## src/rtl/div_iter_param.sv

```systemverilog
// Parametrised iterative restoring divider with start/ready handshake, annul and divide-by-zero flag.
// Optional macro DIV_EARLY_OUT_EN: finish in one step when |dividend| < |divisor|.
module div_iter_param #(
   parameter int WIDTH = 32,
   parameter int CNT_W = $clog2(WIDTH + 1)
) (
   input  logic                 clk,
   input  logic                 rst,
   input  logic                 signed_div_i,
   input  logic [WIDTH-1:0]     opdata1_i,
   input  logic [WIDTH-1:0]     opdata2_i,
   input  logic                 start_i,
   input  logic                 annul_i,
   output logic [2*WIDTH-1:0]   result_o,
   output logic                 ready_o,
   output logic                 busy_o,
   output logic                 div_zero_o
);

   typedef enum logic [1:0] {FREE, BYZERO, ON, END} state_t;

   state_t             state;
   logic [CNT_W-1:0]   cnt;
   logic [2*WIDTH:0]   work;         // {partial remainder, dividend/quotient bits}
   logic [WIDTH-1:0]   divisor_mag;
   logic               q_neg;
   logic               r_neg;

   logic               a_neg;
   logic               b_neg;
   logic [WIDTH-1:0]   a_mag;
   logic [WIDTH-1:0]   b_mag;
   logic [WIDTH+1:0]   diff;
   logic [2*WIDTH:0]   work_next;
   logic [WIDTH-1:0]   quo_raw;
   logic [WIDTH-1:0]   rem_raw;
   logic [WIDTH-1:0]   quo_fix;
   logic [WIDTH-1:0]   rem_fix;
   logic [WIDTH-1:0]   early_rem;

   always_comb begin
      a_neg = signed_div_i & opdata1_i[WIDTH-1];
      b_neg = signed_div_i & opdata2_i[WIDTH-1];
      a_mag = a_neg ? (~opdata1_i + 1'b1) : opdata1_i;
      b_mag = b_neg ? (~opdata2_i + 1'b1) : opdata2_i;
   end

   // Trial subtraction on the shifted partial remainder; the top guard bit is always zero.
   always_comb begin
      diff = {work[2*WIDTH], work[2*WIDTH-1:WIDTH-1]} - {2'b00, divisor_mag};
      if (diff[WIDTH+1])
         work_next = {work[2*WIDTH-1:WIDTH-1], work[WIDTH-2:0], 1'b0};
      else
         work_next = {diff[WIDTH:0], work[WIDTH-2:0], 1'b1};
   end

   always_comb begin
      quo_raw   = work[WIDTH-1:0];
      rem_raw   = work[2*WIDTH-1:WIDTH];
      quo_fix   = q_neg ? (~quo_raw + 1'b1) : quo_raw;
      rem_fix   = r_neg ? (~rem_raw + 1'b1) : rem_raw;
      early_rem = r_neg ? (~quo_raw + 1'b1) : quo_raw;
   end

   // NOTE: all state below uses non-blocking assignments so every register samples pre-edge values.
   always_ff @(posedge clk) begin
      if (rst) begin
         state       <= FREE;
         cnt         <= '0;
         work        <= '0;
         divisor_mag <= '0;
         q_neg       <= 1'b0;
         r_neg       <= 1'b0;
         result_o    <= '0;
         ready_o     <= 1'b0;
         busy_o      <= 1'b0;
         div_zero_o  <= 1'b0;
      end else begin
         case (state)
            FREE: begin
               if (start_i && !annul_i) begin
                  work        <= {{(WIDTH+1){1'b0}}, a_mag};
                  divisor_mag <= b_mag;
                  q_neg       <= a_neg ^ b_neg;
                  r_neg       <= a_neg;
                  cnt         <= '0;
                  busy_o      <= 1'b1;
                  state       <= (opdata2_i == '0) ? BYZERO : ON;
               end
            end

            BYZERO: begin
               if (annul_i) begin
                  state  <= FREE;
                  busy_o <= 1'b0;
               end else begin
                  state      <= END;
                  result_o   <= '0;
                  div_zero_o <= 1'b1;
                  ready_o    <= 1'b1;
               end
            end

            ON: begin
               if (annul_i) begin
                  state  <= FREE;
                  busy_o <= 1'b0;
                  cnt    <= '0;
`ifdef DIV_EARLY_OUT_EN
               end else if (cnt == '0 && work[WIDTH-1:0] < divisor_mag) begin
                  state    <= END;
                  result_o <= {early_rem, {WIDTH{1'b0}}};
                  ready_o  <= 1'b1;
`endif
               end else if (cnt == CNT_W'(WIDTH)) begin
                  state    <= END;
                  result_o <= {rem_fix, quo_fix};
                  ready_o  <= 1'b1;
               end else begin
                  work <= work_next;
                  cnt  <= cnt + 1'b1;
               end
            end

            END: begin
               if (!start_i) begin
                  state      <= FREE;
                  result_o   <= '0;
                  ready_o    <= 1'b0;
                  div_zero_o <= 1'b0;
                  busy_o     <= 1'b0;
                  cnt        <= '0;
               end
            end

            default: begin
               state  <= FREE;
               busy_o <= 1'b0;
            end
         endcase
      end
   end

endmodule

```

## config.mk

```make
export PLATFORM = sky130hd
export DESIGN_NAME = div_iter_param
export DESIGN_NICKNAME = d
export VERILOG_FILES = /design/src/rtl/div_iter_param.sv
export SDC_FILE = /design/constraint.sdc
export NUM_CORES = 1
export LEC_CHECK = 0
export ABC_CLOCK_PERIOD_IN_PS = 6000
export CAP_MARGIN = 40
export CORE_AREA = 2 2 139 141
export DETAILED_ROUTE_END_ITERATION = 10
export DIE_AREA = 0 0 141 143
export PLACE_DENSITY = 0.87
export SYNTH_ARGS = -nofsm -noshare
export SYNTH_HDL_FRONTEND = slang
export SYNTH_SLANG_ARGS = --single-unit
```

## constraint.sdc

```tcl
create_clock -name clk -period 6 [get_ports clk]
set_clock_uncertainty 0.15 [all_clocks]
set_input_delay 1.2 -clock clk [delete_from_list [all_inputs] [get_ports clk]]
set_output_delay 1.2 -clock clk [all_outputs]
set_load 0.03 [all_outputs]
```

==> impl_metrics.json <==
{
  "leakage_nw": 5.06,
  "synth_cell_types": 70,
  "synthTopCellsByArea": "dfxtp_1, xnor2_1, nand2_1",
  "synth.net_count": 1571,
  "io_pins": 136,
  "hpwlAfterDp_mm": 22.6,
  "post-route-min-period_ns": 3.91,
  "stdcell_area_sq_um": 13300,
  "multi_input_area_sq_um": 7210,
  "crit_path_start_kind": "register",
  "cts_setup_buffers": 0,
  "num_vias": 11195,
  "drt-initial-drc-count": 1309,
  "grt_pass1_wl_mm": 49.9,
  "clk_pin_slew_ns": 0.08,
  "layout.filler_cells": 1442,
  "slew_headroom_pct": 35.5,
  "cts_tree": "done",
  "synth_top_cell_area_share_pct": 31.0,
  "vdd_ir_drop_max_mv": 0.460,
  "final_cell_mix": "dfxtp_1, nand2_1, nor2_1",
  "dieArea_sq_um": 20200,
  "port_buffers": 135,
  "h-tree-depth": 4,
  "rsz0062_at_grt": "false",
  "tns_ns": 0,
  "cts_buffers": 17,
  "synth_flop_cell": "dfxtp_1",
  "post_drt_wl_per_cell_um": 17.4,
  "drive_gt1_share_pct": 4.43,
  "area_delta_synth_final_pct": 18.6,
  "slowest_delay_ns": 0.85,
  "synthArstFlopShare_pct": 0,
  "status": "completed",
  "layout_commonest_cell": "dfxtp_1",
  "power_density_nw_per_um2": 323,
  "cts_resized": 0,
  "grt_pass1_vias": 10003,
  "overflow": 0,
  "die_height_um": 143,
  "nets": 1659,
  "syn_area_per_cell_sq_um": 7.70,
  "ant_nets": 0,
  "grt_antenna_before_repair": 0,
  "cp_max_fo": 18,
  "firstDrtPassIters": 6,
  "core_sq_um": 18600,
  "hp-class": "register to register",
  "track_usage_pct": 30.1,
  "die_w_um": 141,
  "synth-seq-area-share_pct": 31.0,
  "end_kind": "register",
  "drc": 0,
  "start_util_pct": 60.5,
  "diodes": 0,
  "arrival_ns": 4.04,
  "cts_buffer_depth": 2,
  "register_area_sq_um": 3480,
  "synth_edf_count": 0,
  "ys_seq_elements": 174,
  "fmax_ghz": 0.255,
  "worstSetupPathType": "register to register",
  "slowest_stage": "o311ai_1",
  "cts_sinks": 174,
  "grt_start_max_net_pins": 72,
  "timing.critical_path.mode_cell": "buf_4",
  "placed_area_sq_um": 12700,
  "place_congestion": 1.01,
  "drv_cap": 0,
  "period_share_pct": 65.2,
  "root_buffer": "clkbuf_16",
  "worst_pin_slew_ns": 0.953,
  "crit_path_cell_trace": "ha_1 -> nand3_1 -> nor3_1 -> inv_1 -> o311ai_1 -> buf_4 -> nor2_1 -> buf_4 -> mux2i_1 -> o21ai_0",
  "cp.required_ns": 6.13,
  "p_total_w": 0.00430,
  "hold_buffers": 0,
  "hold_viol_final": 0,
  "setup_viol": 0,
  "viasPerCell": 6.24,
  "synth_area_leader_cell": "dfxtp_1",
  "clk-insertion-delay-late_ns": 0.44,
  "syn_inst": 1458,
  "slew_viol_final": 0,
  "ys_warn_count": 0,
  "drt-total-wl_mm": 31.2,
  "num_rows": 50,
  "syn_area_sq_um": 11200
}
-- layout make-up --
cell class                 instances  area share (%)
clock buffer                      18            3.22
clock inverter                    14            1.21
inverter                          60            1.69
multi-input combinational       1139            54.1
sequential                       174            26.2
tap                              234            2.20
timing repair buffer             154            11.4
-- logic make-up after synthesis --
kind of cell / after synthesis / share of synthesized area, %
simple gates: 494 / 20.4
compound gates: 428 / 25.0
flops: 174 / 31.0
xor+xnor: 145 / 11.3
buf+inv: 145 / 4.87
fa+ha+maj: 44 / 4.97
mux: 28 / 2.51
-- path summary, 6_finish.rpt --
kind / to / slack (ns) / from / cells after the start
setup / recovery: work[35]$_SDFFE_PP0P_ / 2.09 / work[58]$_SDFFE_PP0P_ / 10
hold reg to reg: result_o[2]$_SDFFE_PP0P_ / 0.30 / result_o[2]$_SDFFE_PP0P_ / 2
hold / removal: result_o[2]$_SDFFE_PP0P_ / 0.30 / result_o[2]$_SDFFE_PP0P_ / 2
setup reg to reg: work[35]$_SDFFE_PP0P_ / 2.09 / work[58]$_SDFFE_PP0P_ / 10
-- Yosys cell counts (12+ instances only) --
library cell    n
or3_1          12
nor2_1        148
a211oi_1       34
dfxtp_1       174
o31ai_1        22
nand2_1       165
o21ai_1        28
nand3_1        28
a21o_1         15
clkbuf_1       75
mux2i_1        27
xnor2_1       103
a31oi_1        15
a22o_1         20
xor2_1         42
a21oi_1       114
o21ai_0        64
nor3_1         38
nor4_1         17
or4_1          18
ha_1           43
inv_1          59
a22oi_1        31
o211ai_1       20
a32oi_1        12
-- where the power goes --
part	switching, W	internal, W
Clock	0.000527	0.000597
Combinational	0.00109	0.000663
Sequential	0.000146	0.00128
-- worst max-delay path: cells and delay by family, from the launching register on --
kind	cells	cell delay, ns
buffers and inverters	3	0.67
flip-flops	1	0.57
AND/OR/NAND/NOR	3	0.76
AO/OA/AOI/OAI	2	0.97
adder cells (fa/ha/maj)	1	0.42
multiplexers	1	0.22
-- metal layers --
| metal | vias up | global-route usage, % | routed length, um |
|---|---|---|---|
| li1 | 5418 | - | - |
| met1 | 5173 | 41.5 | 13700 |
| met2 | 544 | 48.8 | 14100 |
| met3 | 60 | 3.96 | 2640 |
| met4 | 0 | 10.6 | 745 |
| met5 | - | 0 | 0 |
-- flip-flops by register name, summed over array words and instances (netlist names) --
| signal | cells |
|---|---|
| work | 65 |
| divisor_mag | 32 |
| busy_o | 1 |
| div_zero_o | 1 |
| result_o | 64 |
| ready_o | 1 |
| cnt | 6 |
| q_neg | 1 |
| r_neg | 1 |
| state | 2 |
-- per-stage QoR --
stage	hold WS (ns)	cells	setup slack, ns	utilization (%)
after CTS	0.303	1793	2.18	71.7
final	0.301	1793	2.09	71.7
after floorplan	0.282	1458	2.46	-
after detailed placement	0.292	1761	1.74	68.5
after global placement	0.293	1756	1.77	68.2
after global routing	0.332	1793	1.82	71.7
Power figures use the tool's default switching activity.
